[src/rtl/rv_enc_pkg.sv]
// Shared RV32I encoding constants, ALU control codes and request kinds.
package rv_enc_pkg;

    localparam logic [6:0] OP_OP     = 7'b0110011;
    localparam logic [6:0] OP_IMM    = 7'b0010011;
    localparam logic [6:0] OP_LOAD   = 7'b0000011;
    localparam logic [6:0] OP_STORE  = 7'b0100011;
    localparam logic [6:0] OP_BRANCH = 7'b1100011;
    localparam logic [6:0] OP_LUI    = 7'b0110111;
    localparam logic [6:0] OP_JAL    = 7'b1101111;

    localparam logic [2:0] F3_ADD_SUB = 3'b000;
    localparam logic [2:0] F3_SLT     = 3'b010;
    localparam logic [2:0] F3_OR      = 3'b110;
    localparam logic [2:0] F3_AND     = 3'b111;
    localparam logic [2:0] F3_LW      = 3'b010;
    localparam logic [2:0] F3_SW      = 3'b010;
    localparam logic [2:0] F3_BEQ     = 3'b000;

    localparam logic [6:0] F7_BASE = 7'b0000000;
    localparam logic [6:0] F7_SUB  = 7'b0100000;

    // Same codes the core's ALU decode produces.
    typedef enum logic [2:0] {
        ALU_ADD = 3'b000,
        ALU_SUB = 3'b001,
        ALU_AND = 3'b010,
        ALU_OR  = 3'b011,
        ALU_SLT = 3'b101
    } alu_ctrl_e;

    typedef enum logic [2:0] {
        KIND_R_ALU = 3'd0,
        KIND_I_ALU = 3'd1,
        KIND_LW    = 3'd2,
        KIND_SW    = 3'd3,
        KIND_BEQ   = 3'd4,
        KIND_LUI   = 3'd5,
        KIND_JAL   = 3'd6,
        KIND_RSVD  = 3'd7
    } req_kind_e;

    // Returns {code_ok, funct3} for an ALU control code.
    function automatic logic [3:0] alu_decode(input logic [2:0] ctrl);
        case (ctrl)
            ALU_ADD, ALU_SUB: return {1'b1, F3_ADD_SUB};
            ALU_AND:          return {1'b1, F3_AND};
            ALU_OR:           return {1'b1, F3_OR};
            ALU_SLT:          return {1'b1, F3_SLT};
            default:          return {1'b0, 3'b000};
        endcase
    endfunction

endpackage

[src/rtl/rv_imm_pack.sv]
// Scatters an immediate into its instruction-word bit positions per kind.
// Range checking is present only when RV_ENC_IMM_CHECK_EN is defined.
module rv_imm_pack
    import rv_enc_pkg::*;
(
    input  req_kind_e   kind,
    input  logic [31:0] imm,
    output logic [31:0] imm_bits,
    output logic        range_ok
);

    always_comb begin
        imm_bits = '0;
        case (kind)
            KIND_I_ALU, KIND_LW: imm_bits[31:20] = imm[11:0];
            KIND_SW: begin
                imm_bits[31:25] = imm[11:5];
                imm_bits[11:7]  = imm[4:0];
            end
            KIND_BEQ: begin
                imm_bits[31]    = imm[12];
                imm_bits[30:25] = imm[10:5];
                imm_bits[11:8]  = imm[4:1];
                imm_bits[7]     = imm[11];
            end
            KIND_LUI: imm_bits[31:12] = imm[31:12];
            KIND_JAL: begin
                imm_bits[31]    = imm[20];
                imm_bits[30:21] = imm[10:1];
                imm_bits[20]    = imm[11];
                imm_bits[19:12] = imm[19:12];
            end
            default: ;
        endcase
    end

`ifdef RV_ENC_IMM_CHECK_EN
    // Upper bits must be a pure sign extension of the encodable field.
    always_comb begin
        range_ok = 1'b1;
        case (kind)
            KIND_I_ALU, KIND_LW, KIND_SW: range_ok = (imm[31:11] == {21{imm[11]}});
            KIND_BEQ: range_ok = (imm[31:12] == {20{imm[12]}}) && !imm[0];
            KIND_JAL: range_ok = (imm[31:20] == {12{imm[20]}}) && !imm[0];
            KIND_LUI: range_ok = (imm[11:0] == 12'h000);
            default:  range_ok = 1'b1;
        endcase
    end
`else
    logic unused_imm;
    assign unused_imm = imm[0];
    assign range_ok   = 1'b1;
`endif

endmodule

[src/rtl/rv_inst_encoder.sv]
// RV32I instruction encoder: request handshake in, one registered word out.
// Optional immediate range checking via RV_ENC_IMM_CHECK_EN (in rv_imm_pack).
module rv_inst_encoder
    import rv_enc_pkg::*;
#(
    parameter logic [31:0] BASE_ADDR = 32'h0000_0000,
    parameter int          ADDR_W    = 32
) (
    input  logic              clk_i,
    input  logic              rst_n_i,
    input  logic              clear_i,
    input  logic              req_valid_i,
    output logic              req_ready_o,
    input  logic [2:0]        req_kind_i,
    input  logic [2:0]        req_alu_ctrl_i,
    input  logic [4:0]        req_rd_i,
    input  logic [4:0]        req_rs1_i,
    input  logic [4:0]        req_rs2_i,
    input  logic [31:0]       req_imm_i,
    output logic              inst_valid_o,
    input  logic              inst_ready_i,
    output logic [31:0]       inst_o,
    output logic [ADDR_W-1:0] inst_addr_o,
    output logic [15:0]       inst_count_o,
    output logic              err_o
);

    localparam logic [ADDR_W-1:0] BASE = ADDR_W'(BASE_ADDR);

    req_kind_e   kind;
    logic [31:0] imm_bits;
    logic        imm_ok;
    logic [3:0]  alu_dec;
    logic        alu_ok;
    logic [2:0]  alu_f3;
    logic        is_sub;
    logic [31:0] enc_word;
    logic        enc_legal;
    logic        accept;
    logic        emit;

    assign kind    = req_kind_e'(req_kind_i);
    assign alu_dec = alu_decode(req_alu_ctrl_i);
    assign alu_ok  = alu_dec[3];
    assign alu_f3  = alu_dec[2:0];
    assign is_sub  = (req_alu_ctrl_i == ALU_SUB);

    rv_imm_pack u_imm_pack (
        .kind     (kind),
        .imm      (req_imm_i),
        .imm_bits (imm_bits),
        .range_ok (imm_ok)
    );

    // Register fields an encoding does not use stay zero by construction.
    always_comb begin
        enc_word  = '0;
        enc_legal = 1'b1;
        case (kind)
            KIND_R_ALU: begin
                enc_word  = {is_sub ? F7_SUB : F7_BASE, req_rs2_i, req_rs1_i, alu_f3, req_rd_i, OP_OP};
                enc_legal = alu_ok;
            end
            KIND_I_ALU: begin
                enc_word  = imm_bits | {12'b0, req_rs1_i, alu_f3, req_rd_i, OP_IMM};
                enc_legal = alu_ok && !is_sub;
            end
            KIND_LW:  enc_word = imm_bits | {12'b0, req_rs1_i, F3_LW, req_rd_i, OP_LOAD};
            KIND_SW:  enc_word = imm_bits | {7'b0, req_rs2_i, req_rs1_i, F3_SW, 5'b0, OP_STORE};
            KIND_BEQ: enc_word = imm_bits | {7'b0, req_rs2_i, req_rs1_i, F3_BEQ, 5'b0, OP_BRANCH};
            KIND_LUI: enc_word = imm_bits | {20'b0, req_rd_i, OP_LUI};
            KIND_JAL: enc_word = imm_bits | {20'b0, req_rd_i, OP_JAL};
            default:  enc_legal = 1'b0;
        endcase
        enc_legal = enc_legal && imm_ok;
    end

    assign req_ready_o = !clear_i && (!inst_valid_o || inst_ready_i);
    assign accept      = req_valid_i && req_ready_o;
    assign emit        = !clear_i && inst_valid_o && inst_ready_i;

    always_ff @(posedge clk_i or negedge rst_n_i) begin
        if (!rst_n_i) begin
            inst_valid_o <= 1'b0;
            inst_o       <= '0;
            inst_addr_o  <= BASE;
            inst_count_o <= '0;
            err_o        <= 1'b0;
        end else if (clear_i) begin
            inst_valid_o <= 1'b0;
            inst_o       <= '0;
            inst_addr_o  <= BASE;
            inst_count_o <= '0;
            err_o        <= 1'b0;
        end else begin
            if (emit) begin
                inst_addr_o <= inst_addr_o + ADDR_W'(4);
                if (inst_count_o != 16'hFFFF)
                    inst_count_o <= inst_count_o + 16'd1;
            end
            // A legal accept replaces the word in the same cycle it is emitted.
            if (accept && enc_legal) begin
                inst_o       <= enc_word;
                inst_valid_o <= 1'b1;
            end else if (emit) begin
                inst_valid_o <= 1'b0;
            end
            if (accept && !enc_legal)
                err_o <= 1'b1;
        end
    end

endmodule

[config.mk]
export PLATFORM = sky130hd
export DESIGN_NAME = rv_inst_encoder
export DESIGN_NICKNAME = d
export VERILOG_FILES = /design/src/rtl/rv_enc_pkg.sv /design/src/rtl/rv_imm_pack.sv /design/src/rtl/rv_inst_encoder.sv
export SDC_FILE = /design/constraint.sdc
export NUM_CORES = 1
export LEC_CHECK = 0
export ABC_CLOCK_PERIOD_IN_PS = 3000
export BUFFER_PORTS_ARGS = -buffer_cell sky130_fd_sc_hd__buf_2
export CAP_MARGIN = 10
export CORE_MARGIN = 2
export CORE_UTILIZATION = 31
export CTS_CLUSTER_SIZE = 16
export DETAILED_ROUTE_END_ITERATION = 16
export GPL_ROUTABILITY_DRIVEN = 0
export PLACE_DENSITY_LB_ADDON = 0.1
export SLEW_MARGIN = 15
export SYNTH_ARGS = -nofsm -noshare
export SYNTH_HDL_FRONTEND = slang
export SYNTH_HIERARCHICAL = 1
export SYNTH_SLANG_ARGS = --single-unit
[constraint.sdc]
create_clock -name clk_i -period 3 [get_ports clk_i]
set_input_delay 0.15 -clock clk_i [delete_from_list [all_inputs] [get_ports clk_i]]
set_output_delay 0.15 -clock clk_i [all_outputs]
set_load 0.05 [all_outputs]
==> impl_metrics.toml <==
[outcome]
status = "complete, no violations"

[sta]
grt_setup_unrepaired = "no"
worst_slew_margin_rel_pct = 51.1
skew_ns = 0.00745
holdWs_ns = 0.0789
final-max-slew-violation-count = 0
timing.setup.tns_ns = 0
setup_viol = 0
fin_crit_sh_pct = 80.9
worst_pin_slew_ns = 0.734
fmax_mhz = 412
fin_ws_ns = 0.572
finalCriticalPeriod_ns = 2.43
finalHoldViolations = 0

[floorplan]
std_cell_rows = 47
die_h_um = 135
core_mm2 = 0.0166
initial_core_util_pct = 31.7
die_w_um = 135
pin_count = 141
die_area_mm2 = 0.0181

[detailed_routing]
dr.pass1.iters = 6
drt-initial-drc-count = 259
vias_per_cell = 5.15
finalWirelength_um = 15100
ant_nets = 0
vias = 4920
remaining_drc_errors = 0
wl_per_cell_um = 15.8

[global_route]
grt_pass1_wl_um = 24600
grt_max_degree = 57
grt_pass1_vias = 4739
antenna_found_initial = 1
grt_overflow = 0
grt_usage_pct = 17.0

[pwr]
swShare_pct = 28.0
intPower_mw = 1.98
p_clk_share_pct = 43.8
total_power_mw = 2.76
power.switching_uw = 771
p_seq_share_pct = 40.1
powerDensity_mw_per_mm2 = 427
peakVddDrop_mv = 0.274
p_leak_nw = 3.12
power_frac_comb_pct = 16.1

[setup_path]
endpoint_kind = "register"
worstSetupStartpointType = "register"
max_stage_delay_ns = 0.76
cp_slowest_cell = "or4_1"
path_cells = "ha_1, nand4_1, or4_1, nor4_1, mux2_2"
crit_arrival_ns = 2.66
cp.required_ns = 3.23
critPathMaxFanout = 15
crit_type = "register to register"

[logic_synthesis]
yosys_warnings = 6
syn-cell-area_mm2 = 0.00528
syn_avg_cell_area_um2 = 8.64
synth_cells = 611

[final_layout]
seqCellArea_mm2 = 0.00198
area_growth_pct = 22.2
nNetsFinal = 789
fin_cells = 955
fillerInstances = 1751
drive_gt1_share_pct = 27.8
multi_input_area_mm2 = 0.00300

[run]
drv_cap = 0

[clocking]
clockBufferDepth = 2
clk_latency_ns = 0.34
cts_sinks = 79
root_buffer = "clkbuf_16"
h-tree-depth = 3
path_clk_slew_ns = 0.06
cts_tree = "done"
cts_buffers = 9

[min_path]
hp-class = "input pin to register"

[placed_design]
pre_cts_ws_ns = 0.582
dp_cells = 937
dp_hpwl_um = 11000
port_buffers = 138
==> per-layer routing <==
layer / part of all wire, % / GRT usage (%) / vias to the layer above / routed length, um
li1: - / - / 2392 / -
met2: 45 / 25.9 / 149 / 6760
met3: 4.5 / 3.72 / 21 / 679
met1: 49 / 24.4 / 2358 / 7390
met5: 0 / 0 / - / 0
met4: 1.7 / 4.74 / 0 / 264
==> sequential cells by signal, indices dropped and copies added, names as in the netlist <==
signal        cells
inst_addr_o      30
err_o             1
inst_valid_o      1
inst_count_o     16
inst_o           31
==> power by group through the flow <==
| stage | registers, mW | logic (mW) | clock network, mW |
|---|---|---|---|
| 2_1_floorplan | 1.20 | 0.221 | 0 |
| 3_3_place_gp | 1.12 | 0.441 | 0 |
| 3_5_place_dp | 1.12 | 0.447 | 0 |
| 4_1_cts | 1.10 | 0.448 | 1.25 |
| 5_1_grt | 1.11 | 0.489 | 1.29 |
| 6_report | 1.10 | 0.444 | 1.21 |
==> layout make-up <==
type                    instances  area share, %
diodes                          1         0.0388
clock buffers                  11           3.76
clock inverters                 5           1.26
inverters                      18           1.05
multi-input cells             469           46.6
flip-flops and latches         79           30.6
well taps                     220           4.27
repair buffers                152           12.4
==> stage by stage <==
step / area (um2) / util (%)
5_1_grt: 6450 / 38.7
3_3_place_gp: 6110 / 36.7
6_report: 6450 / 38.8
2_1_floorplan: 5300 / -
4_1_cts: 6450 / 38.7
3_5_place_dp: 6110 / 36.7
==> worst paths after layout <==
kind | startpoint | endpoint | slack [ns] | cells after the start
worst min-delay path | req_valid_i | err_o | 0.08 | 2
max in group asynchronous | rst_n_i | inst_count_o[2] | 1.84 | 3
min in group asynchronous | rst_n_i | inst_o[28] | 0.39 | 2
worst max-delay path | inst_addr_o[2] | inst_addr_o[26] | 0.57 | 5
worst max register to register | inst_addr_o[2] | inst_addr_o[26] | 0.57 | 5
worst min register to register | err_o | err_o | 0.49 | 1
==> cells in the final DEF, fill, tap and decap left out, types with 5 or more instances in the layout <==
master,count
xor2_1,6
nor2_1,54
nand3_1,15
nand2_1,71
inv_1,18
or4_1,12
mux2_2,23
or3_1,7
nor3_1,6
nand4_1,11
nor2b_1,36
dfrtp_1,79
a21oi_1,43
o21ai_1,6
buf_2,137
buf_4,14
o221ai_1,7
and2_1,14
o21ai_0,23
o31ai_1,10
clkbuf_16,9
nor4_1,11
a211o_1,5
mux2i_1,39
xnor2_1,5
maj3_1,5
conb_1,8
==> timing repair <==
item	in CTS	in global routing
setup buffers	0	0
gates resized for setup	0	0
hold endpoints to repair	50	0
hold buffers	1	0
==> critical path, delay by kind of cell, from the launching register on <==
family        cells  cell delay (ns)
simple gates      3             1.31
flops             1             0.42
mux               1             0.37
fa+ha+maj         1             0.22
Note: power is estimated with default switching activity, not from simulation.
